===== config.mk =====
export PLATFORM = sky130hd
export DESIGN_NAME = issue_ctrl_flat
export DESIGN_NICKNAME = d
export VERILOG_FILES = /design/src/rtl/issue_ctrl_pkg.sv /design/src/rtl/issue_ctrl_if.sv /design/src/rtl/issue_ctrl_wb_scoreboard.sv /design/src/rtl/issue_ctrl.sv /design/src/flat_wrapper.sv
export SDC_FILE = /design/constraint.sdc
export NUM_CORES = 1
export LEC_CHECK = 0
export CAP_MARGIN = 30
export CORE_MARGIN = 2
export CORE_UTILIZATION = 45
export DETAILED_ROUTE_END_ITERATION = 16
export PLACE_DENSITY = 0.75
export SETUP_SLACK_MARGIN = 0.2
export SLEW_MARGIN = 25
export SYNTH_ARGS = -nofsm -noshare
export SYNTH_HDL_FRONTEND = slang
export SYNTH_SLANG_ARGS = --single-unit

===== constraint.sdc =====
create_clock -name clk -period 3.32 [get_ports clk]
set_input_delay 0.498 -clock clk [delete_from_list [all_inputs] [get_ports clk]]
set_output_delay 0.498 -clock clk [all_outputs]
set_load 0.01 [all_outputs]

===== src/rtl/issue_ctrl_pkg.sv =====
// Shared definitions for the decode/execute issue controller: FSM encodings and
// register-file geometry.
package issue_ctrl_pkg;

  localparam int NREG      = 16;
  localparam int REG_IDX_W = 4;

  typedef enum logic [1:0] {
    ST_RUN    = 2'd0,
    ST_DRAIN  = 2'd1,
    ST_HALTED = 2'd2
  } state_e;

endpackage


===== src/rtl/issue_ctrl_if.sv =====
// Decode-to-issue handshake bundle. The decoder side is the master and the
// issue controller is the slave.
interface issue_ctrl_if
  import issue_ctrl_pkg::*;
#(
  parameter int NREG  = issue_ctrl_pkg::NREG,
  parameter int CNT_W = 16
);
  logic                 dec_valid;
  logic                 re1;
  logic [REG_IDX_W-1:0] op1_ri;
  logic                 re2;
  logic [REG_IDX_W-1:0] op2_ri;
  logic                 wre;
  logic [REG_IDX_W-1:0] wr_ri;
  logic                 pc_halt;
  logic                 resume;

  logic                 issue;
  logic                 stall;
  logic                 halted;
  logic                 busy;
  logic [NREG-1:0]      pend_mask;
  logic [CNT_W-1:0]     stall_cnt;

  modport master (
    output dec_valid, re1, op1_ri, re2, op2_ri, wre, wr_ri, pc_halt, resume,
    input  issue, stall, halted, busy, pend_mask, stall_cnt
  );

  modport slave (
    input  dec_valid, re1, op1_ri, re2, op2_ri, wre, wr_ri, pc_halt, resume,
    output issue, stall, halted, busy, pend_mask, stall_cnt
  );
endinterface


===== src/rtl/issue_ctrl_wb_scoreboard.sv =====
// Fixed-latency writeback scoreboard: a shift register of pending destination
// registers, one slot per pipeline stage between issue and register-file write.
module wb_scoreboard
  import issue_ctrl_pkg::*;
#(
  parameter int WB_LAT = 3,
  parameter int NREG   = issue_ctrl_pkg::NREG
) (
  input  logic                 clk,
  input  logic                 rst,
  input  logic                 load_v,
  input  logic [REG_IDX_W-1:0] load_ri,
  input  logic [REG_IDX_W-1:0] rd1_ri,
  input  logic [REG_IDX_W-1:0] rd2_ri,
  output logic                 match1,
  output logic                 match2,
  output logic                 busy,
  output logic                 busy_next,
  output logic [NREG-1:0]      pend_mask
);

  typedef struct packed {
    logic                 v;
    logic [REG_IDX_W-1:0] ri;
  } slot_t;

  slot_t slot_q [WB_LAT];
  slot_t slot_d [WB_LAT];

  // NOTE: every output gets a default before the loops, so no path leaves a latch.
  always_comb begin
    slot_d[0].v  = load_v;
    slot_d[0].ri = load_ri;
    for (int k = 1; k < WB_LAT; k++) begin
      slot_d[k] = slot_q[k-1];
    end
  end

  // NOTE: the slots are a handful of flops, not a RAM, so all of them take reset.
  always_ff @(posedge clk) begin
    if (rst) begin
      for (int k = 0; k < WB_LAT; k++) begin
        slot_q[k] <= '0;
      end
    end else begin
      for (int k = 0; k < WB_LAT; k++) begin
        // NOTE: non-blocking so every slot shifts from its pre-edge neighbour.
        slot_q[k] <= slot_d[k];
      end
    end
  end

  // The retiring slot still matches: the register file is not write-through.
  always_comb begin
    match1    = 1'b0;
    match2    = 1'b0;
    busy      = 1'b0;
    busy_next = 1'b0;
    pend_mask = '0;
    for (int k = 0; k < WB_LAT; k++) begin
      if (slot_q[k].v) begin
        busy                    = 1'b1;
        pend_mask[slot_q[k].ri] = 1'b1;
        if (slot_q[k].ri == rd1_ri) match1 = 1'b1;
        if (slot_q[k].ri == rd2_ri) match2 = 1'b1;
      end
      if (slot_d[k].v) busy_next = 1'b1;
    end
  end

endmodule


===== src/rtl/issue_ctrl.sv =====
// Issue/interlock controller: stalls decode on RAW hazards against in-flight
// writes and sequences HALT through drain, halted and resume.
module issue_ctrl
  import issue_ctrl_pkg::*;
#(
  parameter int NREG   = issue_ctrl_pkg::NREG,
  parameter int WB_LAT = 3,
  parameter int CNT_W  = 16
) (
  input  logic         clk,
  input  logic         rst,
  issue_ctrl_if.slave  bus
);

  logic             match1, match2;
  logic             sb_busy, sb_busy_next;
  logic             hazard, issue, stall;
  state_e           state_q, state_d;
  logic [CNT_W-1:0] cnt_q, cnt_d;

  wb_scoreboard #(.WB_LAT(WB_LAT), .NREG(NREG)) u_sb (
    .clk       (clk),
    .rst       (rst),
    .load_v    (issue & bus.wre),
    .load_ri   (bus.wr_ri),
    .rd1_ri    (bus.op1_ri),
    .rd2_ri    (bus.op2_ri),
    .match1    (match1),
    .match2    (match2),
    .busy      (sb_busy),
    .busy_next (sb_busy_next),
    .pend_mask (bus.pend_mask)
  );

  assign hazard = bus.dec_valid & ((bus.re1 & match1) | (bus.re2 & match2));

  always_comb begin
    state_d = state_q;
    cnt_d   = cnt_q;
    issue   = 1'b0;
    stall   = 1'b0;
    unique case (state_q)
      ST_RUN: begin
        issue = bus.dec_valid & ~hazard;
        stall = hazard;
        if (hazard && (cnt_q != '1)) cnt_d = cnt_q + {{(CNT_W-1){1'b0}}, 1'b1};
        if (issue && bus.pc_halt) state_d = ST_DRAIN;
      end
      ST_DRAIN: begin
        stall = 1'b1;
        // Leave once the scoreboard is empty after this cycle's shift.
        if (!sb_busy_next) state_d = ST_HALTED;
      end
      ST_HALTED: begin
        stall = 1'b1;
        if (bus.resume) state_d = ST_RUN;
      end
      default: state_d = ST_RUN;
    endcase
  end

  always_ff @(posedge clk) begin
    if (rst) begin
      state_q <= ST_RUN;
      cnt_q   <= '0;
    end else begin
      state_q <= state_d;
      cnt_q   <= cnt_d;
    end
  end

  assign bus.issue     = issue;
  assign bus.stall     = stall;
  assign bus.halted    = (state_q == ST_HALTED);
  assign bus.busy      = sb_busy;
  assign bus.stall_cnt = cnt_q;

endmodule


===== src/flat_wrapper.sv =====
// flat-port wrapper written by rule: the top's interface ports become plain ports
module issue_ctrl_flat import issue_ctrl_pkg::*;
#(
  parameter int NREG   = issue_ctrl_pkg::NREG,
  parameter int WB_LAT = 3,
  parameter int CNT_W  = 16
)
  (clk, rst, bus_dec_valid, bus_re1, bus_op1_ri, bus_re2, bus_op2_ri, bus_wre, bus_wr_ri, bus_pc_halt, bus_resume, bus_issue, bus_stall, bus_halted, bus_busy, bus_pend_mask, bus_stall_cnt);
  issue_ctrl_if #(.NREG(NREG), .CNT_W(CNT_W)) bus_i ();
  input  logic clk;
  input  logic rst;
  input wire logic [$bits(bus_i.dec_valid)-1:0] bus_dec_valid;
  input wire logic [$bits(bus_i.re1)-1:0] bus_re1;
  input wire logic [$bits(bus_i.op1_ri)-1:0] bus_op1_ri;
  input wire logic [$bits(bus_i.re2)-1:0] bus_re2;
  input wire logic [$bits(bus_i.op2_ri)-1:0] bus_op2_ri;
  input wire logic [$bits(bus_i.wre)-1:0] bus_wre;
  input wire logic [$bits(bus_i.wr_ri)-1:0] bus_wr_ri;
  input wire logic [$bits(bus_i.pc_halt)-1:0] bus_pc_halt;
  input wire logic [$bits(bus_i.resume)-1:0] bus_resume;
  output wire logic [$bits(bus_i.issue)-1:0] bus_issue;
  output wire logic [$bits(bus_i.stall)-1:0] bus_stall;
  output wire logic [$bits(bus_i.halted)-1:0] bus_halted;
  output wire logic [$bits(bus_i.busy)-1:0] bus_busy;
  output wire logic [$bits(bus_i.pend_mask)-1:0] bus_pend_mask;
  output wire logic [$bits(bus_i.stall_cnt)-1:0] bus_stall_cnt;
  assign bus_i.dec_valid = bus_dec_valid;
  assign bus_i.re1 = bus_re1;
  assign bus_i.op1_ri = bus_op1_ri;
  assign bus_i.re2 = bus_re2;
  assign bus_i.op2_ri = bus_op2_ri;
  assign bus_i.wre = bus_wre;
  assign bus_i.wr_ri = bus_wr_ri;
  assign bus_i.pc_halt = bus_pc_halt;
  assign bus_i.resume = bus_resume;
  assign bus_issue = bus_i.issue;
  assign bus_stall = bus_i.stall;
  assign bus_halted = bus_i.halted;
  assign bus_busy = bus_i.busy;
  assign bus_pend_mask = bus_i.pend_mask;
  assign bus_stall_cnt = bus_i.stall_cnt;
  issue_ctrl #(.NREG(NREG), .WB_LAT(WB_LAT), .CNT_W(CNT_W)) u_core (.clk(clk), .rst(rst), .bus(bus_i));
endmodule

==> summary.txt, run 1 <==
Route
  • Starting DRC count in detailed routing: 234
  • Drt wl/cell: 14.5 um
  • DRC violation count after routing: 0
  • Overall via count from detail_route: 2207
  • Drt via density: 5.67
  • Antenna violation net count after detailed routing: 0
  • Drt pass-1 iters: 4
  • WL final: 5.64 mm

STA
  • Unrepaired setup endpoints after global routing: false
  • Time the worst path needs with I/O delays and setup: 3.00 ns
  • Headroom to the max-slew limit: 57.6%
  • Number of setup violations in the final report: 0
  • Smallest setup slack after layout: 0.319 ns
  • Period utilisation layout: 90.4%
  • Highest clock frequency the design can meet: 0.333 GHz
  • Clk_skew: 0.00681 ns
  • Slew Limit Fails: 0
  • Slew at the pin closest to its max-slew limit: 0.634 ns
  • Hold Fails Final Rpt: 0

Clock network
  • Source-to-sink clock delay at the later pin of the worst-skew pair: 0.29 ns
  • Deepest level of the CTS H-tree: 2
  • Cts hold-fix bufs: 0
  • Clock buffers created by TritonCTS: 5
  • Clock sink count: 33
  • Maximum root-to-sink buffer count: 2
  • Clock transition time at the flip-flop clock pins of the worst setup and hold paths: 0.07 ns
  • Cell at the root of the clock tree: clkbuf_8
  • TritonCTS clock tree: done

Floorplan
  • Die height: 73.5 um
  • Die outline area: 0.00541 sq mm
  • I/O pin count: 56
  • Starting density of the core: 46.4%
  • Die W: 73.5 um
  • Core ar.: 0.00469 sq mm
  • Number of rows in the core area: 25

Global route
  • GRT Total Usage: 21.4%
  • Total grt overflow: 0
  • First-pass GRT wire length: 9.06 mm
  • Initial antenna violation count: 0
  • Vias in the first global route: 1988
  • Largest net degree at the start of global routing: 37

Power
  • PnR Total Power: 0.993 mW
  • Leak Pwr: 1.10 nW
  • VDD IR max: 0.231 mV
  • Ratio of total power to cell area: 348 mW/mm^2

Placement
  • HPWL reported at the end of detailed placement: 4.15 mm
  • Number of placed instances with taps included: 380
  • Pre-CTS setup slack: -0.00315 ns
  • Global placer's final weighted congestion: 0.923
  • Port buffer count: 55
  • Placed Area: 0.00275 sq mm

Setup path
  • Worst path required time: 2.82 ns
  • Crit path capture type: output pin
  • Highest net fanout along the worst path: 3
  • Kind of start point of the critical path: primary input
  • Critical path start-end classification: primary input to output pin
  • Arrival time reported for the critical path endpoint: 2.50 ns

Synthesis
  • Dominant cell by count in the synthesized netlist: nand2_1
  • Cell types with the highest counts after synthesis: 40 x nand2_1, 33 x dfxtp_1, 17 x nor2b_1
  • Synthesized area per cell: 7.66 sq um
  • Asr flop ratio synth: 0%
  • Top cell type's share of synthesized area: 30.4%
  • Most common flop cell mapped by yosys: dfxtp_1
  • Number of storage elements in the synthesis netlist: 33
  • Proportion of synthesized chip area in sequential cells: 30.4%
  • Unique masters post-synth: 43
  • Net count after synthesis: 310
  • Netlist area before placement: 0.00218 sq mm
  • Number of cells produced by synthesis: 284
  • Number of warning messages in the yosys log: 0
  • Biggest area contributors in the synthesized netlist: dfxtp_1 30%, nand2_1 6.9%, xor2_1 5.6%
  • Cell type contributing the most total cell area after synthesis: dfxtp_1
  • Post-synth EDFFs: 0

Final layout
  • Area growth from synthesis to layout: 31.0%
  • Count of placed standard cells in the final layout, fillers left out: 389
  • Post-layout instance area: 0.00285 sq mm
  • Filler cells: 442
  • Number of nets in the final layout: 360
  • Layout cells sized above 1: 6.57%
  • Count of inserted antenna diode cells: 0

Min path
  • Path category of the worst min-delay check: register to register

Job
  • Count of maximum capacitance violations: 0

Status
  • Run status: complete, no violations
critical path: stages:
cell and delay [ns]:
clkdlybuf4s50_1 0.46, a222oi_1 0.36, or4b_4 0.52, and4_1 0.22, and3_1 0.17, dlygate4sd2_1 0.28
through the flow:
stage,hold slack [ns],util (%),TNS [ns]
CTS,0.497,60.8,0
detailed placement,0.490,58.6,-0.00315
finish,0.493,60.7,0
floorplan,0.485,-,0
global route,0.533,60.7,0
global placement,0.484,58.6,0
logic make-up (layout without fill, tap and decap cells):
group | count (synthesis) | after routing | share of synthesized area (%)
and+or+nand+nor | 136 | 136 | 33.5
AOI/OAI and AO/OA | 56 | 56 | 17.3
DFF | 33 | 33 | 30.4
buffers and inverters | 30 | 81 | 5.98
xor gates and xnor gates | 21 | 21 | 8.45
adders and majority gates | 6 | 6 | 3.45
muxes | 2 | 2 | 0.978
layer usage:
layer,wire (um),global-route usage [%],vias to the layer above
met5,0,0,-
met4,68,8.69,0
met3,295,4.12,7
met2,2700,34.1,57
met1,2580,28.2,1028
li1,-,-,1115
power by group:
| group | switching, mW | total (mW) | internal [mW] |
|---|---|---|---|
| registers | 0.0284 | 0.442 | 0.414 |
| logic | 0.117 | 0.232 | 0.115 |
| clock network | 0.151 | 0.319 | 0.168 |
path summary, 6_finish.rpt:
check	startpoint	end	slack, ns	cells after the start
min reg2reg	u_core.bus.stall_cnt[10]	u_core.bus.stall_cnt[10]	0.49	2
max reg2reg	u_core.u_sb.slot_q[0][0]	u_core.bus.stall_cnt[11]	0.53	9
max	bus_op1_ri[0]	bus_issue	0.32	6
min	u_core.bus.stall_cnt[10]	u_core.bus.stall_cnt[10]	0.49	2
layout by cell type (no fill, tap or decap), drive strengths merged:
| cell | instances |
|---|---|
| nand3 | 12 |
| and4 | 3 |
| inv | 11 |
| mux2 | 1 |
| clkdlybuf4s50 | 52 |
| dlygate4sd2 | 2 |
| o211ai | 1 |
| a222oi | 1 |
| nand2 | 40 |
| nor3b | 3 |
| a211oi | 1 |
| nor4 | 1 |
| ha | 6 |
| or4 | 7 |
| nor2 | 14 |
| and3 | 7 |
| or4b | 1 |
| a21oi | 15 |
| o31ai | 8 |
| o31a | 2 |
| o21ai | 11 |
| clkinv | 2 |
| a22oi | 9 |
| nand4 | 10 |
| clkbuf | 7 |
| mux2i | 1 |
| o41ai | 1 |
| nor3 | 6 |
| buf | 7 |
| xnor2 | 7 |
| and3b | 2 |
| or3 | 10 |
| and2 | 1 |
| nand2b | 2 |
| o22ai | 1 |
| a32oi | 6 |
| xor2 | 14 |
| dfxtp | 33 |
| nor2b | 17 |
area by class of cell:
| type | instances | area [sq um] | area share, % |
|---|---|---|---|
| Clock buffer | 6 | 82.6 | 2.90 |
| Clock inverter | 2 | 13.8 | 0.483 |
| Inverter | 11 | 41.3 | 1.45 |
| Multi-Input combinational cell | 221 | 1390 | 48.7 |
| Sequential cell | 33 | 661 | 23.2 |
| Tap cell | 54 | 67.6 | 2.37 |
| Timing Repair Buffer | 62 | 596 | 20.9 |
state kept, by name, indices dropped and copies added, names as in the netlist:
register and count:
u_core.state_q 2, u_core.u_sb.slot_q 15, u_core.bus.stall_cnt 16
timing repair:
| action | CTS | global route |
|---|---|---|
| pin swaps | 1 | 1 |
| setup endpoints to repair | 2 | 1 |
| resized for setup | 4 | 2 |
| setup buffers | 1 | 0 |
No activity file was read; power rests on OpenSTA's default activity.
==> run 2: changes to the inputs <==
--- a/config.mk
+++ b/config.mk
@@ -5,10 +5,12 @@
 export SDC_FILE = /design/constraint.sdc
 export NUM_CORES = 1
 export LEC_CHECK = 0
+export ABC_CLOCK_PERIOD_IN_PS = 3320
 export CAP_MARGIN = 30
 export CORE_MARGIN = 2
 export CORE_UTILIZATION = 45
 export DETAILED_ROUTE_END_ITERATION = 16
+export HOLD_SLACK_MARGIN = 0.06
 export PLACE_DENSITY = 0.75
 export SETUP_SLACK_MARGIN = 0.2
 export SLEW_MARGIN = 25
==> results of run 2 <==
Final layout, timing and power as in run 1 (identical DEF).
